**config.mk**
```make
export PLATFORM = sky130hd
export DESIGN_NAME = sram_bridge32
export DESIGN_NICKNAME = d
export VERILOG_FILES = /design/src/rtl/sram_bridge32_pkg.sv /design/src/rtl/sram_bridge32_half_sequencer.sv /design/src/rtl/sram_bridge32.sv
export SDC_FILE = /design/constraint.sdc
export NUM_CORES = 1
export LEC_CHECK = 0
export ABC_AREA = 1
export CORE_ASPECT_RATIO = 1.2
export CORE_MARGIN = 3
export CORE_UTILIZATION = 55
export CTS_CLUSTER_DIAMETER = 150
export CTS_CLUSTER_SIZE = 10
export DETAILED_ROUTE_END_ITERATION = 8
export GPL_TIMING_DRIVEN = 0
export PLACE_DENSITY = 0.95
export RECOVER_POWER = 25
export SYNTH_ARGS = -nofsm -noshare
export SYNTH_HDL_FRONTEND = slang
export SYNTH_HIERARCHICAL = 1
export SYNTH_SLANG_ARGS = --single-unit
```
**constraint.sdc**
```tcl
create_clock -name i_clock -period 7.57 [get_ports i_clock]
set_clock_uncertainty 0.15 [all_clocks]
set_input_delay 1.8925 -clock i_clock [delete_from_list [all_inputs] [get_ports i_clock]]
set_output_delay 1.8925 -clock i_clock [all_outputs]
set_load 0.01 [all_outputs]
```
**src/rtl/sram_bridge32_pkg.sv**
```systemverilog
// Shared types and helpers for the 32-bit CPU to 16-bit SRAM bridge.
package sram_bridge32_pkg;

  localparam int unsigned SRAM_ADDR_WIDTH_DEFAULT = 18;
  localparam int unsigned HALF_WIDTH              = 16;

  localparam logic LO = 1'b0;
  localparam logic HI = 1'b1;

  typedef enum logic [2:0] {
    ST_IDLE,
    ST_LO_RD,
    ST_LO_WR,
    ST_LO_REL,
    ST_HI_RD,
    ST_HI_WR,
    ST_HI_REL,
    ST_DONE
  } state_e;

  // Position inside one half-word sequence; PH_NONE means the half is finished or skipped.
  typedef enum logic [1:0] {
    PH_NONE,
    PH_RD,
    PH_WR,
    PH_REL
  } phase_e;

  // Expand a 2-bit byte mask into a 16-bit bit mask for merging.
  function automatic logic [HALF_WIDTH-1:0] merge_mask(input logic [1:0] half_mask);
    return {{8{half_mask[1]}}, {8{half_mask[0]}}};
  endfunction

  // First access of a half: reads always read, full writes write, empty writes skip, partial writes read first.
  function automatic phase_e start_phase(input logic [1:0] half_mask, input logic rw);
    phase_e ph;
    ph = PH_RD;
    if (rw) begin
      if (half_mask == 2'b11) begin
        ph = PH_WR;
      end else if (half_mask == 2'b00) begin
        ph = PH_NONE;
      end
    end
    return ph;
  endfunction

  // Phase encoded by a bridge state.
  function automatic phase_e state_phase(input state_e st);
    phase_e ph;
    case (st)
      ST_LO_RD, ST_HI_RD:   ph = PH_RD;
      ST_LO_WR, ST_HI_WR:   ph = PH_WR;
      ST_LO_REL, ST_HI_REL: ph = PH_REL;
      default:              ph = PH_NONE;
    endcase
    return ph;
  endfunction

  // Half selected by a bridge state; idle and done report LO.
  function automatic logic state_half(input state_e st);
    return (st == ST_HI_RD || st == ST_HI_WR || st == ST_HI_REL) ? HI : LO;
  endfunction

  // Bridge state for a given half and phase.
  function automatic state_e half_state(input logic half, input phase_e ph);
    state_e st;
    case (ph)
      PH_RD:   st = (half == HI) ? ST_HI_RD  : ST_LO_RD;
      PH_WR:   st = (half == HI) ? ST_HI_WR  : ST_LO_WR;
      PH_REL:  st = (half == HI) ? ST_HI_REL : ST_LO_REL;
      default: st = ST_IDLE;
    endcase
    return st;
  endfunction

endpackage

```
**src/rtl/sram_bridge32_half_sequencer.sv**
```systemverilog
// Runs one half-word RD / WR / REL sequence and holds the last half-word read.
module sram_bridge32_half_sequencer
  import sram_bridge32_pkg::*;
(
  input  logic                  i_clock,
  input  logic                  i_reset_n,
  input  phase_e                i_phase,
  input  logic                  i_rw,
  input  logic [1:0]            i_half_mask,
  input  logic [HALF_WIDTH-1:0] i_wdata,
  input  logic                  i_sram_ready,
  input  logic [HALF_WIDTH-1:0] i_sram_rdata,
  output phase_e                o_next_phase_c,
  output logic                  o_done_c,
  output logic [HALF_WIDTH-1:0] o_rdata,
  output logic [HALF_WIDTH-1:0] o_merged_wdata_c
);

  logic                  wr_done_q;
  logic [HALF_WIDTH-1:0] byte_bits;

  // Capture read data on a completed read; remember whether this half's write has happened.
  always_ff @(posedge i_clock or negedge i_reset_n) begin
    if (!i_reset_n) begin
      o_rdata   <= '0;
      wr_done_q <= 1'b0;
    end else if (i_phase == PH_RD && i_sram_ready) begin
      o_rdata   <= i_sram_rdata;
      wr_done_q <= 1'b0;
    end else if (i_phase == PH_WR && i_sram_ready) begin
      wr_done_q <= 1'b1;
    end
  end

  // Next phase: accesses wait for ready, release waits for ready to fall before continuing.
  always_comb begin
    o_next_phase_c = i_phase;
    o_done_c       = 1'b0;
    case (i_phase)
      PH_RD, PH_WR: begin
        if (i_sram_ready) o_next_phase_c = PH_REL;
      end
      PH_REL: begin
        if (!i_sram_ready) begin
          if (i_rw && !wr_done_q) begin
            o_next_phase_c = PH_WR;
          end else begin
            o_next_phase_c = PH_NONE;
            o_done_c       = 1'b1;
          end
        end
      end
      default: o_next_phase_c = PH_NONE;
    endcase
  end

  // Masked bytes come from the CPU, the rest from the preceding read.
  always_comb begin
    byte_bits        = merge_mask(i_half_mask);
    o_merged_wdata_c = (i_wdata & byte_bits) | (o_rdata & ~byte_bits);
  end

endmodule

```
**src/rtl/sram_bridge32.sv**
```systemverilog
// 32-bit CPU bus to 16-bit handshake SRAM bridge: low half then high half, RMW for partial masks.
module sram_bridge32
  import sram_bridge32_pkg::*;
#(
  parameter int unsigned SRAM_ADDR_WIDTH = SRAM_ADDR_WIDTH_DEFAULT
) (
  input  logic                       i_clock,
  input  logic                       i_reset_n,
  input  logic                       i_request,
  input  logic                       i_rw,
  input  logic [31:0]                i_address,
  input  logic [31:0]                i_wdata,
  input  logic [3:0]                 i_wmask,
  output logic [31:0]                o_rdata,
  output logic                       o_ready,
  output logic                       o_sram_enable,
  output logic                       o_sram_rw,
  output logic [SRAM_ADDR_WIDTH-1:0] o_sram_address,
  output logic [HALF_WIDTH-1:0]      o_sram_wdata,
  input  logic [HALF_WIDTH-1:0]      i_sram_rdata,
  input  logic                       i_sram_ready
);

  localparam int unsigned WORD_WIDTH = SRAM_ADDR_WIDTH - 1;

  state_e                 state_q, state_d;
  logic [WORD_WIDTH-1:0]  word_q, eff_word;
  logic [31:0]            wdata_q, eff_wdata;
  logic [3:0]             mask_q, eff_mask;
  logic                   rw_q, eff_rw;
  logic [HALF_WIDTH-1:0]  lo_rdata_q;
  logic                   is_idle, take_request;

  phase_e                 cur_phase, lo_start, hi_start, seq_next;
  logic                   seq_done, tgt_half;
  logic [1:0]             tgt_mask;
  logic [HALF_WIDTH-1:0]  tgt_wdata, seq_rdata, merged_wdata;

  logic                       enable_d, sram_rw_d, ready_d;
  logic [SRAM_ADDR_WIDTH-1:0] address_d;
  logic [HALF_WIDTH-1:0]      sram_wdata_d;
  logic [31:0]                rdata_d;

  logic unused_addr_bits;
  assign unused_addr_bits = ^{i_address[31:SRAM_ADDR_WIDTH+1], i_address[1:0]};

  // In IDLE the request fields come straight from the bus so the first access starts without delay.
  always_comb begin
    is_idle      = (state_q == ST_IDLE);
    take_request = is_idle && i_request && !o_ready;
    eff_word     = is_idle ? i_address[SRAM_ADDR_WIDTH:2] : word_q;
    eff_wdata    = is_idle ? i_wdata : wdata_q;
    eff_mask     = is_idle ? i_wmask : mask_q;
    eff_rw       = is_idle ? i_rw    : rw_q;
    lo_start     = start_phase(eff_mask[1:0], eff_rw);
    hi_start     = start_phase(eff_mask[3:2], eff_rw);
    cur_phase    = state_phase(state_q);
    tgt_half     = state_half(state_d);
    tgt_mask     = (tgt_half == HI) ? eff_mask[3:2]   : eff_mask[1:0];
    tgt_wdata    = (tgt_half == HI) ? eff_wdata[31:16] : eff_wdata[15:0];
  end

  sram_bridge32_half_sequencer u_half_seq (
    .i_clock          (i_clock),
    .i_reset_n        (i_reset_n),
    .i_phase          (cur_phase),
    .i_rw             (eff_rw),
    .i_half_mask      (tgt_mask),
    .i_wdata          (tgt_wdata),
    .i_sram_ready     (i_sram_ready),
    .i_sram_rdata     (i_sram_rdata),
    .o_next_phase_c   (seq_next),
    .o_done_c         (seq_done),
    .o_rdata          (seq_rdata),
    .o_merged_wdata_c (merged_wdata)
  );

  // State register.
  always_ff @(posedge i_clock or negedge i_reset_n) begin
    if (!i_reset_n) state_q <= ST_IDLE;
    else            state_q <= state_d;
  end

  // Next state: sequence LO then HI, skipping empty halves; never start while ready is still high.
  always_comb begin
    state_d = state_q;
    case (state_q)
      ST_IDLE: begin
        if (take_request && !i_sram_ready) begin
          if (lo_start != PH_NONE)      state_d = half_state(LO, lo_start);
          else if (hi_start != PH_NONE) state_d = half_state(HI, hi_start);
          else                          state_d = ST_DONE;
        end
      end
      ST_LO_RD, ST_LO_WR, ST_LO_REL: begin
        if (seq_done) state_d = (hi_start != PH_NONE) ? half_state(HI, hi_start) : ST_DONE;
        else          state_d = half_state(LO, seq_next);
      end
      ST_HI_RD, ST_HI_WR, ST_HI_REL: begin
        if (seq_done) state_d = ST_DONE;
        else          state_d = half_state(HI, seq_next);
      end
      ST_DONE: begin
        if (!i_request) state_d = ST_IDLE;
      end
      default: state_d = ST_IDLE;
    endcase
  end

  // Output values for the upcoming state, registered below.
  always_comb begin
    enable_d     = (state_phase(state_d) == PH_RD) || (state_phase(state_d) == PH_WR);
    sram_rw_d    = (state_phase(state_d) == PH_WR);
    address_d    = enable_d ? {eff_word, tgt_half} : '0;
    sram_wdata_d = sram_rw_d ? merged_wdata : '0;
    ready_d      = (state_d == ST_DONE);
    rdata_d      = o_rdata;
    if (state_d == ST_DONE && state_q != ST_DONE && !eff_rw) begin
      rdata_d = {seq_rdata, lo_rdata_q};
    end
  end

  // Latch the request and keep the low half of a read once that half completes.
  always_ff @(posedge i_clock or negedge i_reset_n) begin
    if (!i_reset_n) begin
      word_q     <= '0;
      wdata_q    <= '0;
      mask_q     <= '0;
      rw_q       <= 1'b0;
      lo_rdata_q <= '0;
    end else begin
      if (take_request) begin
        word_q  <= i_address[SRAM_ADDR_WIDTH:2];
        wdata_q <= i_wdata;
        mask_q  <= i_wmask;
        rw_q    <= i_rw;
      end
      if (state_half(state_q) == LO && cur_phase == PH_REL && seq_done) begin
        lo_rdata_q <= seq_rdata;
      end
    end
  end

  // Output registers; reset clears them immediately, abandoning any SRAM access.
  always_ff @(posedge i_clock or negedge i_reset_n) begin
    if (!i_reset_n) begin
      o_sram_enable  <= 1'b0;
      o_sram_rw      <= 1'b0;
      o_sram_address <= '0;
      o_sram_wdata   <= '0;
      o_ready        <= 1'b0;
      o_rdata        <= '0;
    end else begin
      o_sram_enable  <= enable_d;
      o_sram_rw      <= sram_rw_d;
      o_sram_address <= address_d;
      o_sram_wdata   <= sram_wdata_d;
      o_ready        <= ready_d;
      o_rdata        <= rdata_d;
    end
  end

endmodule

```
### After elaboration in Yosys (flattened, before gate mapping)

Index checks and enable logic that the tools add are counted.

* register bits: 159
* latch bits: 0
* memory bits (writable): 0
* bits in read-only memories: 0
* input bits: 89
* output and inout bits: 69
* word-level logic and storage cells: 122
* memories: 0

* $add $sub $neg: 0
* multipliers: 0
* div/mod/pow operators: 0
* $lt $le $gt $ge: 0
* eq/ne operators: 31
* shift-type cells: 0
* multiplexer cells: 38
* bitwise logic cells: 5
* reductions and logical operators: 34

Operators by type and width (count)
* bitwise AND 16 bit: 2
* two-way mux 16 bit: 2
* two-way mux 32 bit: 1
* == test 3 bit, second input constant: 8
* one-hot mux 2 bit (3 select lines): 4
* == test 2 bit, second input constant: 11
* two-way mux 18 bit: 1
* two-way mux 3 bit: 6
* one-hot mux 3 bit (3 select lines): 2
* two-way mux 17 bit: 1
* two-way mux 2 bit: 8
* inverter 16 bit: 1
* bitwise OR 16 bit: 1
* OR reduction 2 bit: 7
* == test 3 x 2 -> 1 bit, second input constant: 4
* one-hot mux 3 bit (4 select lines): 1
* == test 2 x 1 -> 1 bit, second input constant: 5
* logical AND 1 bit: 10
* two-way mux 1 bit: 10
* == test 3 x 1 -> 1 bit, second input constant: 2
* nonzero test 2 bit: 3
* OR reduction 3 bit: 2
* logical OR 1 bit: 5
* zero test 1 bit: 4
* 6 further kinds: 7

### Longest topological paths before layout

* word-level depth: 21
* depth in mapped cells: 25
* depth with buffers taken out: 24

### Cells and area by module

The synthesis kept the hierarchy.

Modules (own cells, without submodules)
* sram_bridge32: instances 1, cells an instance 733, area an instance 6344.8 um2, seq. area each 3553.4 um2
* sram_bridge32_half_sequencer: instances 1, cells an instance 126, area an instance 938.4 um2, seq. area each 425.4 um2

### Worst setup path before layout

No wires, ideal clock.

* kind: in2reg
* start: input i_wmask[2]
* end: register o_sram_address[10]
* setup time: 0.078 ns
* arrival: 4.292 ns
* required time: 7.342 ns
* path slack: 3.051 ns
* stages: 17
* path buffers: 1
* cell sequence: inv_1 o21ai_0 ha_1 inv_1 nand3_2 inv_1 ha_1 nand3_1 a31oi_1 inv_2 nand2_2 xor2_1 ha_1 inv_1 clkbuf_1 o21ai_0 a21oi_1

* cells in the longest elaborated chain, start to end: 17
* elaborated cells on any way between the ends: 30
* classes of those cells: eq/ne (12); mux (12); reduce/logical (6)

Ends and longest elaborated chain
* start, declared: line sram_bridge32.sv:13 `input logic [3:0] i_wmask,`
* two-way mux 4 bit *: line sram_bridge32.sv:53 `eff_mask = is_idle ? i_wmask : mask_q;`
* zero test 2 bit: line sram_bridge32_pkg.sv:41 `end else if (half_mask == 2'b00) begin`
* two-way mux 1 bit: line sram_bridge32_pkg.sv:41
* two-way mux 2 bit *: line sram_bridge32_pkg.sv:39 `if (half_mask == 2'b11) begin`
* two-way mux 2 bit *: line sram_bridge32_pkg.sv:38 `if (rw) begin`
* == test 2 bit or == test 2 x 1 -> 1 bit (tied branches): line sram_bridge32_pkg.sv:68 `case (ph)`
* one-hot mux 3 bit (3 select lines): line sram_bridge32_pkg.sv:68
* two-way mux 3 bit *: line sram_bridge32.sv:91 `else if (hi_start != PH_NONE) state_d = half_state(HI, hi_start);`
* (+3 left out)
* == test 3 bit (tied with other cells): line sram_bridge32_pkg.sv:51 `case (st)`
* OR reduction 2 bit: line sram_bridge32_pkg.sv:51
* one-hot mux 2 bit (3 select lines) *: line sram_bridge32_pkg.sv:51
* == test 2 x 1 -> 1 bit or == test 2 bit (tied branches): line sram_bridge32.sv:112 `enable_d = (state_phase(state_d) == PH_RD) || (state_phase(state_d) == PH_WR);`
* logical OR 1 bit *: line sram_bridge32.sv:112
* via enable_d: line sram_bridge32.sv:39 `logic enable_d, sram_rw_d, ready_d;`
* two-way mux 18 bit *: line sram_bridge32.sv:114 `address_d = enable_d ? {eff_word, tgt_half} : '0;`
* via address_d[10]: line sram_bridge32.sv:40 `logic [SRAM_ADDR_WIDTH-1:0] address_d;`
* end signal, assigned: line sram_bridge32.sv:156 `o_sram_address <= address_d;`
* end, declared: line sram_bridge32.sv:18 `output logic [SRAM_ADDR_WIDTH-1:0] o_sram_address,`

The timed path passes the listed nets; every way through them passes the cells marked *.
A chain may end at the register's enable or synchronous reset.

### Worst setup path after layout

* start: input i_wmask[2]
* end: register o_sram_address[15]

Same word-level chain as after synthesis.

==> results <==
- The flow ran to the end, and the final reports show no timing, DRC or antenna violations.
- The peak supply drop is 263.8 uV.
- In the routed design, unresolved DRC markers number 0.
- For this run, the slowest stage of the critical path takes 450 ps.
- Static timing analysis puts the maximum clock frequency at 191.3 MHz.
- The fill cell instance count of the final layout is 809.
- The HPWL reported at the end of detailed placement is 13,760 um.
- The H-tree was split into 4 levels.
- STA puts the critical path data arrival time at 5420 ps.
- OpenSTA, run right after detailed placement, puts the worst setup slack at 1945 ps.
- The routed via count is 6,665.
- The repair_antennas step left the layout with diodes totalling 0.
- The number of buffer and inverter instances along the worst setup path is 7.
- For this run, the total global-route usage over all layers was measured as 0.2722.
- Among all stages on the critical path, the largest delay is contributed by clkdlybuf4s50_1.
- In the routed layout, each cell is associated on average with a via count of 5.563.
- CTS placed an instance of clkbuf_16 at the clock tree root.
- The first routing iteration left 523 violations.
- The number of different library cells in the post-synthesis netlist is 27.
- Measured on the finished design, the core utilization comes to 0.7433.
- The number of max-slew violations in the final report is 0.
- The critical path is of the primary input to flip-flop type.
- The clock-pin transition on the worst setup and hold timing paths is 70 ps.
- The number of antenna violations at the first check in global routing is 0.
- The commonest cells after synthesis are 249 x nand2_1, 159 x dfrtp_1, 127 x o21ai_0, 102 x inv_1, 54 x nand3_1.
- Walking the worst path, the cells encountered are clkdlybuf4s50_1 -> inv_1 -> o21ai_0 -> ha_1 -> inv_1 -> nand3_2 -> inv_1 -> ha_1 -> nand3_1 -> a31oi_1 -> inv_2 -> nand2_2 -> xor2_1 -> ha_1 -> inv_1 -> clkbuf_1 -> o21ai_0 -> a21oi_1.
- At the end of routability-driven placement, the weighted congestion stood at 0.8825.
- The tool flagged a number of max-cap violations equal to 0.
- The clock tree from TritonCTS is done.
- The area of all sequential standard cells is 3979 um^2.
- The wire length of the first global-routing pass is 32,460 um.
- The logic depth of the worst register-to-register path is 21.
- The floorplan step defined a die boundary enclosing 14,670 um^2.
- The predominant post-synthesis flop cell is dfrtp_1.
- The wire length per cell after detailed routing is 16.36 um.
- In this run the static leakage power is 4.846 nW.
- The normalized max-slew margin is 0.4931.
- The count of nets left with antenna violations once routing finished came out at 0.
- The floorplan row count is 45.
- The area of the placeable core is 12,780 um^2.
- In the final layout, the multi-input gates occupy 2661 um^2.
- The mapped netlist covers 7283 um^2.
- The type of destination of the critical path is a flip-flop.
- On the critical path the largest part of the delay comes from buffers and inverters.
- In this run the tool buffered the top-level ports with 142 buffer cells.
- The total count of hold-check failures in the final report came to 0.
- TritonCTS created 17 clock buffers.
- The critical path runs through a total of 18 cells.
- The number of global-route vias before repair is 6,708.
- The cell count after synthesis is 859.
- For hold timing, the worst endpoint is o_rdata[31].
- For this design the ratio of total power to cell area is 453.4 nW/um^2.
- The routed design has 19,600 um of wire.
- The mean post-synth cell area is 8.479 um^2.
- The library cell with the largest summed area after synthesis is dfrtp_1.
- The number of hold-repair buffers added at the cts stage is 0.
- The area added between synthesis and finish is 30.44%.
- The async set-or-reset flop fraction in the synthesized netlist is 1.000.
- Setup repair after global routing left no endpoint under its margin.
- For this design the total switching power over the nets is 1.898 mW.
- Of the synthesized area, sequential elements account for 0.5463.
- Counting flops with a built-in enable in the synthesized netlist gives 0.
- The total overflow reported by the global router is 0.
- The number of warnings printed during yosys synthesis is 6.
- The first TritonRoute pass finished after 7 iterations.
- The later pin in the worst-skew pair is clocked with a latency of 430 ps.
- The smallest hold slack is 321.5 ps.
- Setup violations remaining at the end of the flow were counted as 0.
- The share of total power dissipated in combinational logic is 0.485.
- The internal power consumption is 2.409 mW.
- From left edge to right edge, the die measures 111.1 um.
- In the post-synthesis netlist, the biggest area contributors are dfrtp_1 55%, nand2_1 13%, o21ai_0 8.7%, inv_1 5.3%, nand3_1 3.7%.
- Across all register-to-register paths, the minimum setup slack is 3060 ps.
- The die is 132.1 um tall.
- The startpoint identified for the worst hold timing path is o_rdata[31].
- Of the total power, the clock network draws 0.191.
- The number of instances resized during post-cts repair is 0.
- The summed negative setup slack over all endpoints is 0 ps.
- The share of total power dissipated in sequential elements is 0.323.
- The effective utilization at floorplan is 0.5698.
- Entering global routing, the biggest net connects 86 pins.
- When the netlist entered floorplanning its net count stood at 957.
- Of the post-synthesis cell area, the dominant cell type holds 0.5463.
- The buffers inserted during post-CTS setup optimization is 0.
- The clock tree buffer depth is 2.
- The startpoint identified for the worst register-to-register timing path is state_q[1].
- The number of instances on the worst hold path is 2.
- At the end of the flow, the number of nets in the layout was 1,119.
- The maximum fanout along the worst path is 10.
- Of the cells placed in the final design, the portion with a size suffix greater than 1 is 0.08317.
- The cell type with the highest occurrence count on the critical path is inv_1.
- Clock tree synthesis found a total of 159 sinks.
- STA classifies the critical path startpoint as a primary input.
- The count of boundary I/O pins is 158.
- Of the total power, the share spent switching nets is 0.4407.
- The dominant cell by count in the synthesized netlist is nand2_1.
- Counting I/O delays and the setup requirement, the final critical path takes 5228 ps.
- The synthesis-stage register bit count is 159.
- The worst register-to-register path ends at o_sram_address[15].
- For the pin with the worst max-slew slack, the measured transition is 760.3 ps.
- At the worst endpoint, the required time is 7760 ps.
- The path class of the tightest hold or removal check is flip-flop to flip-flop.
- Of the available clock period, the critical path in the final layout requires 0.6906.
- The worst path meets setup with 2342 ps of slack.
-- worst max path at each step --
| stage | start | end | slack [ps] |
|---|---|---|---|
| final | i_wmask[2] | o_sram_address[15] | 2340 |
| after global routing | i_wmask[3] | o_sram_address[9] | 2040 |
| after CTS | i_wmask[2] | o_sram_address[15] | 2330 |
| after detailed placement | i_wmask[2] | o_sram_address[9] | 1940 |
| after global placement | i_reset_n | o_rdata[0] | -1750 |
| after floorplan | i_wmask[2] | o_sram_address[10] | 3050 |
-- per-stage QoR --
step	cells	area, um^2	power (mW)
after CTS	1198	9500	4.283
after global routing	1198	9500	4.631
after global placement	1165	8910	3.285
after detailed placement	1166	8939	3.401
final	1198	9500	4.307
after floorplan	859	7283	2.694
-- cell families after synthesis --
logic type / synth area share
adder cells (fa/ha/maj): 0.01546
buffers and inverters: 0.08830
flip-flops: 0.5463
multiplexers: 0.02474
AO/OA/AOI/OAI: 0.1185
AND/OR/NAND/NOR: 0.2043
XOR/XNOR: 0.002406
-- routing by layer --
metal / wire length [um] / share of wire / up-vias / GRT usage
met1: 7382 / 0.38 / 3179 / 0.3192
li1: - / - / 3049 / -
met5: 0 / 0 / - / 0
met2: 10020 / 0.51 / 365 / 0.4801
met3: 1587 / 0.081 / 72 / 0.06703
met4: 617 / 0.031 / 0 / 0.1095
-- state kept, by name, summed over array words and instances, names as in the netlist --
register / flops
o_sram_enable: 1
state_q: 3
o_sram_wdata: 16
rw_q: 1
o_ready: 1
o_sram_address: 18
word_q: 17
u_half_seq/wr_done_q: 1
u_half_seq/o_rdata: 16
o_rdata: 32
lo_rdata_q: 16
mask_q: 4
wdata_q: 32
o_sram_rw: 1
-- power by group through the flow --
stage / registers, mW / clock network [mW] / logic (mW)
global placement: 1.38 / 0 / 1.91
CTS: 1.39 / 0.829 / 2.07
detailed placement: 1.39 / 0 / 2.01
floorplan: 1.39 / 0 / 1.30
finish: 1.39 / 0.824 / 2.09
global route: 1.42 / 0.864 / 2.34
-- worst min-delay path, cell delays in order, from the launching register on --
cell	delay [ps]
dfrtp_1	340
nand2_1	60
nand2_1	50
-- placed cells by master (no fill, tap or decap), types with 6 or more instances in the layout --
| cell type | synthesis | layout |
|---|---|---|
| clkbuf_1 | 24 | 27 |
| o21ai_0 | 127 | 127 |
| inv_1 | 102 | 102 |
| clkbuf_16 | 0 | 17 |
| dfrtp_1 | 159 | 159 |
| ha_1 | 9 | 9 |
| nand2_2 | 6 | 6 |
| nand3_1 | 54 | 54 |
| clkdlybuf4s50_1 | 0 | 141 |
| nand2_1 | 249 | 249 |
| a21oi_1 | 35 | 35 |
| buf_6 | 7 | 8 |
| mux2_2 | 16 | 16 |
| nor2_1 | 33 | 33 |
-- layout make-up --
class | count | share of cell area
sequential | 159 | 0.4188
multi-input combinational | 549 | 0.2801
timing repair buffer | 143 | 0.1526
clock buffer | 20 | 0.04596
inverter | 107 | 0.04228
buffer | 44 | 0.02542
tap | 164 | 0.02160
clock inverter | 12 | 0.01317
(Power assumes the default switching activity.)
